==> src/rtl/mem_arbiter.sv <==
// mem_arbiter: shares one external memory port between the icache refill
// path (read-only) and the dcache (reads and writes). Round-robin arbitration,
// a single outstanding transaction, and a watchdog that aborts a stalled
// memory transaction with a bus error.
module mem_arbiter #(
  parameter int ADDR_W  = 20,
  parameter int DATA_W  = 32,
  parameter int TIMEOUT = 255
) (
  input  logic              CLK,
  input  logic              resetn,
  // icache refill side
  input  logic              ic_req,
  input  logic [ADDR_W-1:0] ic_addr,
  output logic              ic_valid,
  output logic [DATA_W-1:0] ic_rdata,
  // dcache side
  input  logic              dc_req,
  input  logic              dc_we,
  input  logic [ADDR_W-1:0] dc_addr,
  input  logic [DATA_W-1:0] dc_wdata,
  input  logic [3:0]        dc_wmask,
  output logic              dc_valid,
  output logic [DATA_W-1:0] dc_rdata,
  // memory side
  output logic              mem_req,
  output logic              mem_we,
  output logic [ADDR_W-1:0] mem_addr,
  output logic [DATA_W-1:0] mem_wdata,
  output logic [3:0]        mem_wmask,
  input  logic [DATA_W-1:0] mem_rdata,
  input  logic              mem_valid,
  output logic              bus_err
);

  // Watchdog counter only needs to reach TIMEOUT.
  localparam int CNT_W = (TIMEOUT < 2) ? 1 : $clog2(TIMEOUT + 1);
  localparam logic [CNT_W-1:0] TO_VAL  = CNT_W'(TIMEOUT);
  localparam logic             WD_ON   = (TIMEOUT != 0);

  typedef enum logic [1:0] {
    IDLE   = 2'd0,
    GNT_IC = 2'd1,
    GNT_DC = 2'd2
  } state_t;

  state_t            state_q, state_d;
  logic              last_dc_q, last_dc_d;   // 1 = dcache held the last grant
  logic [CNT_W-1:0]  wd_cnt_q, wd_cnt_d;
  logic              mem_we_q, mem_we_d;
  logic [ADDR_W-1:0] mem_addr_q, mem_addr_d;
  logic [DATA_W-1:0] mem_wdata_q, mem_wdata_d;
  logic [3:0]        mem_wmask_q, mem_wmask_d;

  logic ic_sel, dc_sel, granted;
  logic timeout, done, abort;

  // Decode the current grant and the completion / abort conditions.
  always_comb begin
    ic_sel  = (state_q == GNT_IC);
    dc_sel  = (state_q == GNT_DC);
    granted = ic_sel | dc_sel;
    // Watchdog fires when the stall count reaches TIMEOUT; a mem_valid in
    // the same cycle still counts as a normal completion.
    timeout = granted & WD_ON & (wd_cnt_q == TO_VAL);
    done    = granted & (mem_valid | timeout);
    abort   = timeout & ~mem_valid;
  end

  // Next-state logic: arbitration in IDLE, completion / watchdog in a grant.
  always_comb begin
    state_d     = state_q;
    last_dc_d   = last_dc_q;
    wd_cnt_d    = wd_cnt_q;
    mem_we_d    = mem_we_q;
    mem_addr_d  = mem_addr_q;
    mem_wdata_d = mem_wdata_q;
    mem_wmask_d = mem_wmask_q;
    unique case (state_q)
      IDLE: begin
        // On a tie the requester that did not hold the last grant wins.
        if (ic_req && (!dc_req || last_dc_q)) begin
          state_d     = GNT_IC;
          last_dc_d   = 1'b0;
          wd_cnt_d    = '0;
          mem_we_d    = 1'b0;
          mem_addr_d  = ic_addr;
          mem_wdata_d = '0;
          mem_wmask_d = 4'b0000;
        end else if (dc_req) begin
          state_d     = GNT_DC;
          last_dc_d   = 1'b1;
          wd_cnt_d    = '0;
          mem_we_d    = dc_we;
          mem_addr_d  = dc_addr;
          mem_wdata_d = dc_wdata;
          mem_wmask_d = dc_wmask;
        end
      end
      GNT_IC, GNT_DC: begin
        // Request lines are ignored here; the registered command is held
        // until the transaction completes or is aborted.
        if (done) begin
          state_d  = IDLE;
          mem_we_d = 1'b0;
          wd_cnt_d = '0;
        end else if (WD_ON) begin
          wd_cnt_d = wd_cnt_q + CNT_W'(1);
        end
      end
      default: begin
        state_d  = IDLE;
        mem_we_d = 1'b0;
        wd_cnt_d = '0;
      end
    endcase
  end

  // State and registered memory command; reset drops the grant immediately.
  always_ff @(posedge CLK or negedge resetn) begin
    if (!resetn) begin
      state_q     <= IDLE;
      last_dc_q   <= 1'b1;
      wd_cnt_q    <= '0;
      mem_we_q    <= 1'b0;
      mem_addr_q  <= '0;
      mem_wdata_q <= '0;
      mem_wmask_q <= 4'b0000;
    end else begin
      state_q     <= state_d;
      last_dc_q   <= last_dc_d;
      wd_cnt_q    <= wd_cnt_d;
      mem_we_q    <= mem_we_d;
      mem_addr_q  <= mem_addr_d;
      mem_wdata_q <= mem_wdata_d;
      mem_wmask_q <= mem_wmask_d;
    end
  end

  // Requester-side responses. A requester that dropped its request mid-grant
  // gets no valid (and no bus error) for the transaction it abandoned.
  always_comb begin
    ic_valid = ic_sel & done & ic_req;
    dc_valid = dc_sel & done & dc_req;
    ic_rdata = (ic_sel && mem_valid) ? mem_rdata : '0;
    dc_rdata = (dc_sel && mem_valid) ? mem_rdata : '0;
    bus_err  = abort & ((ic_sel & ic_req) | (dc_sel & dc_req));
  end

  // mem_req follows the state register so an asynchronous reset removes it
  // without waiting for a clock.
  assign mem_req   = granted;
  assign mem_we    = mem_we_q;
  assign mem_addr  = mem_addr_q;
  assign mem_wdata = mem_wdata_q;
  assign mem_wmask = mem_wmask_q;

endmodule

==> config.mk <==
export PLATFORM = sky130hd
export DESIGN_NAME = mem_arbiter
export DESIGN_NICKNAME = d
export VERILOG_FILES = /design/src/rtl/mem_arbiter.sv
export SDC_FILE = /design/constraint.sdc
export NUM_CORES = 1
export LEC_CHECK = 0
export CAP_MARGIN = 20
export CORE_MARGIN = 5
export CORE_UTILIZATION = 37
export CTS_CLUSTER_SIZE = 30
export DETAILED_ROUTE_END_ITERATION = 8
export HOLD_SLACK_MARGIN = 0.15
export PLACE_DENSITY = 0.93
export SLEW_MARGIN = 0
export SYNTH_ARGS = -nofsm -noshare
export SYNTH_HDL_FRONTEND = slang
export SYNTH_SLANG_ARGS = --single-unit
==> constraint.sdc <==
create_clock -name CLK -period 2.35 [get_ports CLK]
set_input_delay 0.47 -clock CLK [delete_from_list [all_inputs] [get_ports CLK]]
set_output_delay 0.47 -clock CLK [all_outputs]
set_load 0.02 [all_outputs]
# Word level (Yosys, flattened, before mapping)
# Cells that the tools add are included.
# word_totals
output_inout_bits,125
wordCells,59
regBits,68
# op_classes
n_reduce_logical,10
addsub,1
bitwise,14
eq_ne,5
muxes,22
# ops
operator,count
$mux 32,4
$mux 20,2
$mux 8,3
$pmux 8 s2,1
$and 1x1->1,10
$add 8x1->8 const B,1
$eq 8x8->1 const B,1
$mux 4,2
$mux 2,3
$mux 1,5
$pmux 2 s2,1
$reduce_and 2->1,2
$logic_and 1x1->1,3
$ne 3x3->1 const B,1
$or 1x1->1,3
$eq 2x1->1 const B,1
$eq 2x2->1 const B,1
$logic_not 2->1,1
$ne 2x2->1 const B,1
$pmux 1 s2,1
$reduce_bool 2->1,1
$reduce_or 2->1,1
$logic_not 1->1,1
$logic_or 1x1->1,1
$not 1->1,1

# Longest topological paths before layout
# Gate-level depths: netlist of run 1.
# depth
ltp_word,7
depth_mapped,7

# Worst setup path before layout of run 1
# OpenSTA, ideal clock, no wires.
# synth_path
path_type,reg2out
start,reg state_q[0]
end,out bus_err
required_time_ns,1.880
stages_incl_launch_ff,5
setup_slack_ns,-0.135
t_arrival_ns,2.015
n_path_buf,0
path_cell_list,dfrtp_1 inv_1 ha_1 nand2b_1 a2111oi_0
# synth_between
elab_chain_cells,5
word_cells_on_any_way,9
classes_between,eq/ne: 2; bitwise: 7
# synth_lines
element,line_no,source
"start, declared",47,"state_t state_q, state_d;"
"start signal, assigned",130,state_q <= state_d;
$eq 2x1->1 / $eq 2x2->1 (equally long branches),"60, 61",
$or 1x1->1 (*),62,granted = ic_sel | dc_sel;
via mem_req,26,"output logic mem_req,"
$and 1x1->1 (*),65,timeout = granted & WD_ON & (wd_cnt_q == TO_VAL);
$and 1x1->1 (*),67,abort = timeout & ~mem_valid;
$and 1x1->1 (*),147,bus_err = abort & ((ic_sel & ic_req) | (dc_sel & dc_req));
"end, declared",33,output logic bus_err
# Mark *: on every way through the listed nets, which the timed path passes. The rest lies on a longest branch.

# Worst setup path after layout of run 1
# layout_path
start,reg state_q[0]
end,out dc_rdata[6]
# layout_between
elab_chain_cells,3
# layout_lines
element,line_no,source
$eq 2x2->1,61,dc_sel = (state_q == GNT_DC);
$logic_and 1x1->1,146,dc_rdata = (dc_sel && mem_valid) ? mem_rdata : '0;
$mux 32,146,
"end, declared",24,"output logic [DATA_W-1:0] dc_rdata,"
# Every way passes these cells.

==> reports/metrics.yaml, run 1 <==
sta:
  endpoints_failing_setup: 0
  unrepaired_setup_endpoints_after_global_routing: "false"
  final_cycle_share_pct: 94.6
  timing.final.hold_violations: 0
  final.setup_skew_ns: 0.0145
  slew_violations: 0
  timing.fmax_ghz: 0.450
  timing.final.crit_period_ns: 2.22
  slew_at_the_pin_closest_to_its_max_slew_limit_ns: 0.729
  headroom_to_the_max_slew_limit_pct: 51.4
synth:
  number_of_instances_in_the_synthesized_netlist: 302
  yosysWarnings: 0
  synth.cell_area_um2: 3230
  seq_area_frac_synth_pct: 52.7
  post_synth.cell_area_avg_um2: 10.7
  synth_seq_cells: 68
  synth_cell_type_count: 31
  synthesized_nets: 420
clock_network:
  ctsLongestPathBuffers: 2
  clock_insertion_delay_worst_skew_ns: 0.33
  cts_hold_repair.buffers: 0
  cts.sink_count: 68
  htreeDepth: 3
  numCtsBuffers: 9
  tritoncts: "yes"
  clk_transition_reported_paths_ns: 0.07
  clk_root_buffer_cell: "sky130_fd_sc_hd__clkbuf_8"
  cts_setup_buffers: 0
floorplanning:
  fp.coreArea_um2: 8590
  dieHeight_um: 103
  die-area_um2: 10700
  floorplan.initialDensity_pct: 37.6
  fp.dieW_um: 103
  placementRows: 34
  top_level_ports: 239
detailed_routing:
  highest_layer: "met4"
  routed_via_density: 5.27
  final_antenna_net_count: 0
  drt_drc_violations_left: 0
  first_iter_violations: 170
  drt_first_pass_iters: 6
  route.layer.met1.wl_mm: 4.08
  wl_met3_mm: 1.42
  met2_wire_len_mm: 5.92
  wirelength_routed_mm: 11.6
  route.detailed.wl_per_inst_um: 17.8
  total_via_count_after_detailed_routing: 3443
setup_path:
  timing.critical_path.arrival_ns: 1.75
  r2r_slack_ns: 0.46
  worst_path_required_ns: 1.88
  reg2regPathDepth: 7
  worstSetupPathType: "reg -> out"
  worstPathMaxFanout: 32
  timing.critical_path.to_type: "primary output"
  regToRegEndpoint: "wd_cnt_q[4]"
  startpoint_type: "flop"
  timing.rr.start: "state_q[0]"
cells_and_area:
  num-nets-final: 658
  p_r_area_growth_vs_syn_pct: 85.5
  num_antenna_cells: 0
  postLayoutCellArea_um2: 5990
  mostFrequentLayoutCells: "sky130_fd_sc_hd__clkdlybuf4s50_1 (168), sky130_fd_sc_hd__dfrtp_1 (67), sky130_fd_sc_hd__and3_1 (66)"
  final_layout_size_suffix_gt1_share_pct: 8.44
  stdcell_count: 653
  mostFrequentLayoutCell: "sky130_fd_sc_hd__clkdlybuf4s50_1"
  fillCellCount: 639
power_and_ir_drop:
  sequential_share_of_power_pct: 28.6
  switching_power_mw: 2.77
  power.share.clock_pct: 17.3
  swShare_pct: 39.4
  p_int_mw: 4.27
  power.ir.vdd_worst_mv: 0.711
  cellLeakagePower_nw: 3.15
  gate_power_share_pct: 54.1
  power-per-cell-area_nw_per_um2: 1180
grt:
  first_global_vias: 3393
  antenna_found_initial: 0
  grt-ovfl-total: 0
  grt_pass1_wl_mm: 17.1
  grt_use_total_pct: 20.6
  grt_max_degree: 60
placed_design:
  placedCellCount: 637
  port_buffers: 238
  post-dp-hpwl_mm: 8.99
  routabilityCongestion: 0.806
  dpl_cell_area_um2: 5810
run:
  drv.max_cap_violation_count: 0
min_path:
  min-delay-path-class: "in -> async"
run_status:
  run_status: "completed"
power by group through the flow:
stage	Clock, mW	Sequential, mW	Combinational [mW]
floorplan	0	2.57	1.40
CTS	1.24	2.02	3.85
detailed placement	0	2.02	3.91
finish	1.22	2.02	3.81
global placement	0	1.99	3.81
global route	1.29	2.08	4.08
what timing repair did:
item	CTS	global route
cloned	0	0
endpoints found under the hold margin	0	0
gates resized for setup	75	14
setup endpoints to repair	67	10
pin swaps	0	0
cells by family after synthesis:
group,after synthesis,synth area share (%)
mux,1,0.349
buf+inv,50,6.32
compound gates,78,20.7
fa+ha+maj,4,1.55
flops,68,52.7
simple gates,101,18.4
per-stage QoR:
stage | utilization [%] | hold slack [ns] | power (mW) | worst slack, ns | setup TNS (ns)
after detailed placement | 67.6 | 0.478 | 5.93 | -0.267 | -14.28
after CTS | 69.7 | 0.211 | 7.10 | 0.00359 | 0
after floorplan | - | 0.174 | 3.97 | 0.121 | 0
final | 69.7 | 0.191 | 7.04 | 0.127 | 0
after global routing | 69.7 | 0.237 | 7.45 | 0.000193 | 0
after global placement | 67.6 | 0.469 | 5.81 | -0.261 | -13.01
state kept, by name, indices dropped and copies added, names as in the netlist:
signal     flops
state_q        2
mem_wmask      4
mem_addr      20
mem_we         1
mem_wdata     32
wd_cnt_q       8
last_dc_q      1
cell type report:
class	count	area [µm²]	share of cell area, %
flip-flops and latches	68	1700	28.4
repair buffers	254	2460	41.0
multi-input cells	184	1350	22.6
clock buffers	11	151	2.53
clock inverters	5	106	1.77
inverters	23	86.3	1.44
well taps	108	135	2.26
Yosys cell counts:
cell | count | area, µm²
sky130_fd_sc_hd__a21bo_1 | 1 | 10.0
sky130_fd_sc_hd__nand3_1 | 5 | 25.0
sky130_fd_sc_hd__a2111oi_0 | 1 | 8.76
sky130_fd_sc_hd__a32o_1 | 2 | 20.0
sky130_fd_sc_hd__and3_1 | 66 | 413
sky130_fd_sc_hd__a21oi_2 | 1 | 8.76
sky130_fd_sc_hd__dfstp_2 | 1 | 26.3
sky130_fd_sc_hd__nor2_1 | 5 | 18.8
sky130_fd_sc_hd__o21ai_2 | 1 | 8.76
sky130_fd_sc_hd__nand2b_1 | 2 | 12.5
sky130_fd_sc_hd__buf_4 | 1 | 7.51
sky130_fd_sc_hd__a22o_1 | 38 | 333
sky130_fd_sc_hd__nor4_1 | 2 | 12.5
sky130_fd_sc_hd__nor2b_4 | 1 | 13.8
sky130_fd_sc_hd__mux2_1 | 1 | 11.3
sky130_fd_sc_hd__nor3_1 | 2 | 10.0
sky130_fd_sc_hd__inv_1 | 23 | 86.3
sky130_fd_sc_hd__ha_1 | 4 | 50.1
sky130_fd_sc_hd__o21ai_0 | 7 | 35.0
sky130_fd_sc_hd__o21ai_1 | 2 | 10.0
sky130_fd_sc_hd__nand2_1 | 15 | 56.3
sky130_fd_sc_hd__a21o_1 | 2 | 15.0
sky130_fd_sc_hd__clkbuf_1 | 16 | 60.1
sky130_fd_sc_hd__o31ai_1 | 1 | 7.51
sky130_fd_sc_hd__nor3b_2 | 1 | 12.5
sky130_fd_sc_hd__a222oi_1 | 20 | 200
sky130_fd_sc_hd__dfrtp_1 | 67 | 1680
sky130_fd_sc_hd__a21oi_1 | 2 | 10.0
sky130_fd_sc_hd__or4_1 | 1 | 7.51
sky130_fd_sc_hd__buf_2 | 10 | 50.1
sky130_fd_sc_hd__nand4_2 | 1 | 12.5
layer usage:
metal | global-route usage (%) | up-vias
li1 | - | 1612
met1 | 22.8 | 1617
met2 | 37.3 | 198
met3 | 7.24 | 16
met4 | 5.68 | 0
met5 | 0 | -
worst max-delay path, cell delays in order, from the launching register on:
cell	delay [ns]
sky130_fd_sc_hd__dfrtp_1	0.41
sky130_fd_sc_hd__inv_1	0.10
sky130_fd_sc_hd__ha_1	0.20
sky130_fd_sc_hd__buf_6	0.21
sky130_fd_sc_hd__and3_1	0.17
sky130_fd_sc_hd__dlygate4sd2_1	0.35
worst max path at each step:
stage / from / endpoint / slack, ns / depth (start not counted)
floorplan: state_q[0] / bus_err / 0.12 / 4
global placement: mem_valid / bus_err / -0.26 / 4
detailed placement: mem_valid / dc_rdata[14] / -0.27 / 4
CTS: state_q[0] / mem_req / 0.004 / 4
global route: state_q[1] / ic_rdata[5] / 0.0002 / 5
finish: state_q[0] / dc_rdata[6] / 0.13 / 5
(Power assumes the default switching activity.)
==> run 2, diff against run 1 <==
--- a/config.mk
+++ b/config.mk
@@ -6,6 +6,7 @@
 export NUM_CORES = 1
 export LEC_CHECK = 0
 export CAP_MARGIN = 20
+export CORE_ASPECT_RATIO = 0.75
 export CORE_MARGIN = 5
 export CORE_UTILIZATION = 37
 export CTS_CLUSTER_SIZE = 30
==> run 2 against run 1 <==
Critical path depth stayed put. Critical endpoint is now ic_rdata[25]. Design area is 1.3% higher. Combinational power up 2%. Die area increased by 0.17%. Count of clock-buffer cells in the layout unchanged. Routed wire length up 6.8%.
==> reports/metrics.yaml, run 2 (synthesis results as in run 1) <==
clock_network:
  tritoncts: "yes"  # unchanged
  clk_root_buffer_cell: "sky130_fd_sc_hd__clkbuf_16"  # was sky130_fd_sc_hd__clkbuf_8
  ctsLongestPathBuffers: 2  # unchanged
  cts.sink_count: 68  # unchanged
  htreeDepth: 3  # unchanged
  clk_transition_reported_paths_ns: 0.06  # was 0.07 ns
  cts_hold_repair.buffers: 0  # unchanged
  numCtsBuffers: 9  # unchanged
  clock_insertion_delay_worst_skew_ns: 0.32  # was 0.33 ns
grt:
  first_global_vias: 3582  # was 3393
  grt_pass1_wl_mm: 19.2  # was 17.1 mm
  antenna_found_initial: 0  # unchanged
  grt_use_total_pct: 21.9  # was 20.6%
  grt_max_degree: 60  # unchanged
  grt-ovfl-total: 0  # unchanged
placed_design:
  port_buffers: 238  # unchanged
  dpl_cell_area_um2: 5830  # was 5810 µm²
  routabilityCongestion: 0.900  # was 0.806
  post-dp-hpwl_mm: 9.37  # was 8.99 mm
setup_path:
  timing.rr.start: "state_q[1]"  # was state_q[0]
  crit_path_end: "ic_rdata[25]"  # was dc_rdata[6]
  regToRegEndpoint: "wd_cnt_q[4]"  # unchanged
  worst_path_required_ns: 1.88  # about the same
  cp-startpoint: "mem_valid"  # was state_q[0]
  timing.critical_path.arrival_ns: 1.84  # was 1.75 ns
  reg2regPathDepth: 7  # unchanged
  worstSetupPathType: "in -> out"  # was reg -> out
  startpoint_type: "primary input"  # was flop
  r2r_slack_ns: 0.48  # was 0.46 ns
  cpMaxStageDelayCell: "sky130_fd_sc_hd__clkdlybuf4s50_1"  # was sky130_fd_sc_hd__dfrtp_1
  timing.critical_path.to_type: "primary output"  # unchanged
  cp_cell_sequence: "clkdlybuf4s50_1, buf_4, buf_12, and3_1, dlygate4sd2_1"  # was inv_1, ha_1, buf_6, and3_1, dlygate4sd2_1
  worstPathMaxFanout: 28  # was 32
  timing.critical_path.slowest_cell_delay_ns: 0.52  # was 0.41 ns
sta:
  timing.final.hold_violations: 0  # unchanged
  setup-tns-final_ns: 0  # unchanged
  unrepaired_setup_endpoints_after_global_routing: "true"  # was false
  slew_violations: 0  # unchanged
  final.setup_skew_ns: 0.00795  # was 0.0145 ns
  endpoints_failing_setup: 0  # unchanged
  slew_at_the_pin_closest_to_its_max_slew_limit_ns: 0.593  # was 0.729 ns
  headroom_to_the_max_slew_limit_pct: 60.4  # was 51.4%
  timing.final.crit_period_ns: 2.31  # was 2.22 ns
  holdWs_ns: 0.149  # was 0.191 ns
  timing.fmax_ghz: 0.433  # was 0.450 GHz
  final_cycle_share_pct: 98.2  # was 94.6%
detailed_routing:
  drt_first_pass_iters: 6  # unchanged
  total_via_count_after_detailed_routing: 3470  # was 3443
  wirelength_routed_mm: 12.4  # was 11.6 mm
  drt_drc_violations_left: 0  # unchanged
  route.detailed.wl_per_inst_um: 18.9  # was 17.8 µm
  final_antenna_net_count: 0  # unchanged
  routed_via_density: 5.30  # was 5.27
  first_iter_violations: 306  # was 170
cells_and_area:
  largest_register_ff_count: 32  # unchanged
  num-nets-final: 660  # was 658
  fillCellCount: 660  # was 639
  final_layout_size_suffix_gt1_share_pct: 9.69  # was 8.44%
  mostFrequentLayoutCells: "sky130_fd_sc_hd__clkdlybuf4s50_1 (170), sky130_fd_sc_hd__dfrtp_1 (67), sky130_fd_sc_hd__and3_1 (66)"  # was sky130_fd_sc_hd__clkdlybuf4s50_1 (168), sky130_fd_sc_hd__dfrtp_1 (67), sky130_fd_sc_hd__and3_1 (66)
  num_antenna_cells: 0  # unchanged
  postLayoutCellArea_um2: 6070  # was 5990 µm²
  mostFrequentLayoutCell: "sky130_fd_sc_hd__clkdlybuf4s50_1"  # unchanged
  finalCoreUtilization_pct: 71.5  # was 69.7%
  p_r_area_growth_vs_syn_pct: 88.0  # was 85.5%
power_and_ir_drop:
  power-per-cell-area_nw_per_um2: 1190  # was 1180 nW/µm²
  power_mw: 7.25  # was 7.04 mW
  p_int_mw: 4.39  # was 4.27 mW
  power.share.clock_pct: 18.6  # was 17.3%
  power.ir.vdd_worst_mv: 0.910  # was 0.711 mV
  swShare_pct: 39.5  # was 39.4%
  switching_power_mw: 2.86  # was 2.77 mW
  sequential_share_of_power_pct: 27.8  # was 28.6%
  gate_power_share_pct: 53.5  # was 54.1%
  cellLeakagePower_nw: 3.12  # was 3.15 nW
run_status:
  run_status: "completed"  # unchanged
floorplanning:
  placementRows: 29  # was 34
  fp.dieW_um: 118  # was 103 µm
  dieHeight_um: 90.9  # was 103 µm
  top_level_ports: 239  # unchanged
  fp.coreArea_um2: 8490  # was 8590 µm²
  floorplan.initialDensity_pct: 38.0  # was 37.6%
  die-area_um2: 10700  # about the same
min_path:
  min-delay-path-class: "in -> async"  # unchanged
run:
  drv.max_cap_violation_count: 0  # unchanged
run 2: cell types whose count changed in the layout (fill, tap and decap cells not counted), moves of 2 or more:
cell	change
sky130_fd_sc_hd__bufinv_16	-2
sky130_fd_sc_hd__clkbuf_16	+9
sky130_fd_sc_hd__clkdlybuf4s50_1	+2
sky130_fd_sc_hd__dlygate4sd2_1	-18
sky130_fd_sc_hd__clkbuf_2	+5
sky130_fd_sc_hd__clkdlybuf4s15_1	+12
sky130_fd_sc_hd__clkbuf_8	-10
run 2: stage by stage:
step	cells	setup slack, ns
finish	655	0.0432
global route	655	-0.0211
CTS	655	-0.0488
detailed placement	639	-0.400
global placement	639	-0.294
floorplan	302	0.121
run 2: how the worst min path moves through the flow:
| stage | start | endpoint | slack [ns] | cells past startpoint |
|---|---|---|---|---|
| 2_1_floorplan | resetn | mem_addr[0] | 0.17 | 0 |
| 3_3_place_gp | mem_addr[7] | mem_addr[7] | 0.47 | 2 |
| 3_5_place_dp | mem_addr[11] | mem_addr[11] | 0.48 | 2 |
| 4_1_cts | resetn | mem_wdata[18] | 0.17 | 1 |
| 5_1_grt | resetn | mem_wdata[26] | 0.18 | 1 |
| 6_report | resetn | mem_wmask[0] | 0.15 | 1 |
run 2: worst max-delay path, delay by kind of cell:
| family | cells | cell delay, ns |
|---|---|---|
| simple gates | 1 | 0.15 |
| buf+inv | 4 | 1.21 |
run 2: layout make-up:
type,instances,area [µm²],share of cell area (%)
Clock buffer,11,243,4.00
Clock inverter,5,60.1,0.989
Inverter,23,86.3,1.42
Multi-Input combinational cell,184,1370,22.5
Sequential cell,68,1700,28.1
Tap cell,108,135,2.23
Timing Repair Buffer,256,2480,40.8
run 2: layer usage:
metal	track usage (%)	routed length (µm)	share of wire, %
met5	0	0	0
met4	6.40	211	1.7
met3	5.45	777	6.3
met2	38.3	6560	53
met1	26.8	4830	39
run 2: power by group through the flow:
stage | Combinational [mW] | Clock [mW] | Sequential (mW)
after floorplan | 1.40 | 0 | 2.57
after detailed placement | 3.97 | 0 | 2.01
final | 3.88 | 1.35 | 2.02
after global placement | 3.85 | 0 | 1.98
after global routing | 4.12 | 1.43 | 2.08
after CTS | 3.89 | 1.38 | 2.02
run 2: what timing repair did:
item | 4_1_cts | 5_1_grt
gates resized for setup | 71 | 39
setup buffers | 0 | 0
endpoints found under the setup margin | 67 | 28
pin swaps | 0 | 0
==> run 3, diff against run 2 <==
--- a/config.mk
+++ b/config.mk
@@ -6,9 +6,11 @@
 export NUM_CORES = 1
 export LEC_CHECK = 0
 export CAP_MARGIN = 20
+export CELL_PAD_IN_SITES_DETAIL_PLACEMENT = 0
+export CELL_PAD_IN_SITES_GLOBAL_PLACEMENT = 1
 export CORE_ASPECT_RATIO = 0.75
 export CORE_MARGIN = 5
-export CORE_UTILIZATION = 37
+export CORE_UTILIZATION = 26
 export CTS_CLUSTER_SIZE = 30
 export DETAILED_ROUTE_END_ITERATION = 8
 export HOLD_SLACK_MARGIN = 0.15
==> run 3 against run 2 <==
Global-route usage is 5.4 points lower. Combinational power barely moved. First-iteration DRC count shrank 34%. Design area rose by 2.2%. Non-clock buffer count rose by 8. Sequential share of layout area down 0.61 points. Critical path type unchanged. Largest power group unchanged. Highest routed layer is now met5.
==> reports/metrics.yaml, run 3 (synthesis results as in run 1) <==
setup_path:
  cpMaxStageDelayCell: "sky130_fd_sc_hd__clkdlybuf4s50_1"  # unchanged
  critPathBufInv: 3  # was 4
  worstPathMaxFanout: 33  # was 28
  cp_top_family: "buffers and inverters"  # unchanged
  worst_path_required_ns: 1.88  # about the same
  timing.critical_path.slowest_cell_delay_ns: 0.56  # was 0.52 ns
  startpoint_type: "primary input"  # unchanged
  worstSetupPathType: "in -> out"  # unchanged
  timing.critical_path.arrival_ns: 1.85  # was 1.84 ns
  cp_cell_sequence: "clkdlybuf4s50_1, bufbuf_16, and3_1, clkdlybuf4s15_1"  # was clkdlybuf4s50_1, buf_4, buf_12, and3_1, dlygate4sd2_1
  timing.critical_path.to_type: "primary output"  # unchanged
grt:
  antenna_found_initial: 1  # was 0
  first_global_vias: 3614  # was 3582
  grt_max_degree: 69  # was 60
  grt_pass1_wl_mm: 19.7  # was 19.2 mm
  grt_use_total_pct: 16.4  # was 21.9%
  grt-ovfl-total: 0  # unchanged
sta:
  slew_at_the_pin_closest_to_its_max_slew_limit_ns: 0.372  # was 0.593 ns
  headroom_to_the_max_slew_limit_pct: 75.2  # was 60.4%
  timing.final.hold_violations: 0  # unchanged
  final.setup_skew_ns: 0.00618  # was 0.00795 ns
  holdWs_ns: 0.154  # was 0.149 ns
  final_cycle_share_pct: 98.6  # was 98.2%
  timing.final.crit_period_ns: 2.32  # was 2.31 ns
  timing.fmax_ghz: 0.432  # was 0.433 GHz
  unrepaired_setup_endpoints_after_global_routing: "false"  # was true
  slew_violations: 0  # unchanged
  endpoints_failing_setup: 0  # unchanged
clock_network:
  ctsLongestPathBuffers: 2  # unchanged
  clk_transition_reported_paths_ns: 0.05  # was 0.06 ns
  tritoncts: "yes"  # unchanged
  clk_root_buffer_cell: "sky130_fd_sc_hd__clkbuf_16"  # unchanged
  cts_hold_repair.buffers: 0  # unchanged
  htreeDepth: 3  # unchanged
  clock_insertion_delay_worst_skew_ns: 0.32  # about the same
  numCtsBuffers: 9  # unchanged
  cts.sink_count: 68  # unchanged
  cts_setup_buffers: 0  # unchanged
detailed_routing:
  drt_first_pass_iters: 6  # unchanged
  route.detailed.wl_per_inst_um: 17.7  # was 18.9 µm
  routed_via_density: 4.80  # was 5.30
  total_via_count_after_detailed_routing: 3462  # was 3470
  final_antenna_net_count: 0  # unchanged
  first_iter_violations: 202  # was 306
  wirelength_routed_mm: 12.7  # was 12.4 mm
  met2_wire_len_mm: 6.78  # was 6.56 mm
  drt_drc_violations_left: 0  # unchanged
  highest_layer: "met5"  # was met4
  wl_met3_um: 541  # was 777 µm
  route.layer.met1.wl_mm: 5.19  # was 4.83 mm
power_and_ir_drop:
  power-per-cell-area_nw_per_um2: 1200  # was 1190 nW/µm²
  power.ir.vdd_worst_mv: 0.644  # was 0.910 mV
  cellLeakagePower_nw: 3.16  # was 3.12 nW
cells_and_area:
  num_antenna_cells: 0  # unchanged
  mostFrequentLayoutCell: "sky130_fd_sc_hd__clkdlybuf4s50_1"  # unchanged
  mostFrequentLayoutCells: "sky130_fd_sc_hd__clkdlybuf4s50_1 (170), sky130_fd_sc_hd__dfrtp_1 (67), sky130_fd_sc_hd__and3_1 (66)"  # unchanged
  final_layout_size_suffix_gt1_share_pct: 13.9  # was 9.69%
  num-nets-final: 668  # was 660
  largest_register_ff_count: 32  # unchanged
  finalCoreUtilization_pct: 50.8  # was 71.5%
  p_r_area_growth_vs_syn_pct: 92.2  # was 88.0%
run:
  drv.max_cap_violation_count: 0  # unchanged
floorplanning:
  fp.dieW_um: 139  # was 118 µm
  fp.coreArea_um2: 12200  # was 8490 µm²
  top_level_ports: 239  # unchanged
  floorplan.initialDensity_pct: 26.4  # was 38.0%
  die-area_um2: 14800  # was 10700 µm²
  placementRows: 35  # was 29
  dieHeight_um: 107  # was 90.9 µm
run_status:
  run_status: "completed"  # unchanged
placed_design:
  post-dp-hpwl_mm: 9.47  # was 9.37 mm
  port_buffers: 238  # unchanged
  routabilityCongestion: 0.795  # was 0.900
min_path:
  min-delay-path-class: "in -> async"  # unchanged
## run 3: final cells by class
type                       count  area (µm²)
clock inverter                 5         108
clock buffer                  11         243
fill                        1092        6010
tap                          166         208
sequential                    68        1700
timing repair buffer         264        2490
inverter                      23        86.3
multi-input combinational    184        1370
## run 3: path summary, 6_finish.rpt
path | from | end | slack (ns) | cells after the start
max reg2reg | state_q[1] | wd_cnt_q[4] | 0.51 | 7
min reg2reg | mem_addr[6] | mem_addr[6] | 0.49 | 2
max | mem_valid | dc_rdata[12] | 0.03 | 4
max in group asynchronous | resetn | last_dc_q | 1.86 | 2
min in group CLK | mem_addr[6] | mem_addr[6] | 0.49 | 2
min | resetn | mem_wdata[28] | 0.15 | 2
## run 3: what timing repair did
item / 4_1_cts / 5_1_grt
resized for setup: 75 / 59
cloned: 1 / 0
pin swaps: 0 / 0
endpoints found under the setup margin: 67 / 35
endpoints found under the hold margin: 0 / 0
## run 3: per-layer routing
metal	GRT usage, %	vias up
met5	0	-
met4	4.82	2
met3	3.96	18
met2	30.1	119
met1	19.2	1687
li1	-	1636
## run 3: through the flow
step | cells | TNS (ns) | setup WS, ns | cell area [µm²] | total power [mW]
floorplan | 302 | 0 | 0.121 | 3230 | 3.97
global placement | 704 | -17.96 | -0.499 | 5950 | 5.89
finish | 721 | 0 | 0.0326 | 6210 | 7.45
global route | 721 | 0 | 0.000432 | 6210 | 7.89
detailed placement | 704 | -21.02 | -0.484 | 5950 | 5.99
CTS | 721 | 0 | 0.00526 | 6270 | 7.54
## run 3: power breakdown
part	leakage (nW)	switching (mW)	internal [mW]
registers	0.874	0.310	1.70
logic	2.12	2.03	1.84
clock network	0.170	0.499	1.07
==> edit (settings of run 2) <==
Make the reset (`resetn`) synchronous in one clocked block. Comments in the files are not updated.
--- a/src/rtl/mem_arbiter.sv
+++ b/src/rtl/mem_arbiter.sv
@@ -118,5 +118,5 @@
 
   // State and registered memory command; reset drops the grant immediately.
-  always_ff @(posedge CLK or negedge resetn) begin
+  always_ff @(posedge CLK) begin
     if (!resetn) begin
       state_q     <= IDLE;
Behaviour: differs if resetn is asserted again (counterexample within 4 cycles, from zero or initial values and one cycle with resetn low); with resetn held inactive, the same outputs for 10 cycles.
==> edit against run 2 <==
- sequential cell count unchanged
- critical endpoint is now bus_err
- critical path depth stayed put
- worst setup slack better by 0.062 ns
- synthesized area fell by 9.2%
- cell area decreased by 7.3%
- routed wire length fell by 6.9%
Power is not compared: it rests on default switching activity, and its combinational part moved more than twofold at a synthesized area within 25%.
==> edit: results (changes against run 2) <==
[clock_network]
cts_resized = 78  ; +9.9%
clk_pin_slew_ns = 0.08  ; +0.02 ns

[sta]
relSlewSlack_pct = 62.8  ; +2.4 points

[placement]
placedInstanceArea_um2 = 5480  ; -6.0%
place.gp.congestion = 0.892  ; -0.96%

[synth]
synth_area_leaders = dfxtp_1, and3_1, a22o_1
ys_seq_area_share_pct = 46.4  ; -6.3 points
async_flop_share_pct = 0  ; -100 points

[finish]
multi_input_area_um2 = 1440  ; +5.2%
seq_area_um2 = 1360  ; -20%
layout-drive-gt1-share_pct = 7.92  ; -1.8 points
fillers = 603  ; -8.6%
multi_input_gates = 199  ; +8.2%
flops_and_latches = 68  ; unchanged

[setup_path]
reg2reg_depth = 6  ; -1
cpMaxStageDelayCell = a2111oi_2
cp_max_fo = 3  ; -89%
r2r_start = state_q[1]
r2r_end = mem_we
slowest_delay_ns = 0.38  ; -0.14 ns

[detailed_routing]
vias_per_cell = 5.18  ; -2.3%
wl_per_cell_um = 17.8  ; -5.9%

[global_routing]
grt_use_total_pct = 22.1  ; +0.20 points
grt_pass1_wl_um = 17400  ; -9.5%

[status]
status = finished clean

edit: cell count changes after synthesis, sizes merged, moves of 3 or more:
cell	before	now
dfxtp	0	68
dfrtp	67	0
inv	23	4
nand3	5	1
a22o	38	41
clkbuf	16	20
nor2b	1	19
nand4	1	4
o21ai	10	3
nand2	15	10
nor2	5	11
xnor2	0	5
edit: cells by family after synthesis:
group,Yosys count,share of synthesized area [%]
AO/OA/AOI/OAI,71,21.2
AND/OR/NAND/NOR,117,23.2
buffers and inverters,36,5.33
adder cells (fa/ha/maj),4,1.71
flip-flops,68,46.4
XOR/XNOR,7,2.09
edit: worst max-delay path by stage:
stage,end,slack (ns),cells after the start
5_1_grt,dc_rdata[30],0.02,5
3_5_place_dp,bus_err,-0.28,4
6_report,bus_err,0.11,5
4_1_cts,ic_valid,-0.02,7
3_3_place_gp,bus_err,-0.21,4
2_1_floorplan,bus_err,0.12,4
edit: routing by layer:
layer,wire length (µm),up-vias
met1,4510,1578
li1,-,1606
met2,5890,145
met5,0,-
met4,255,0
met3,877,25
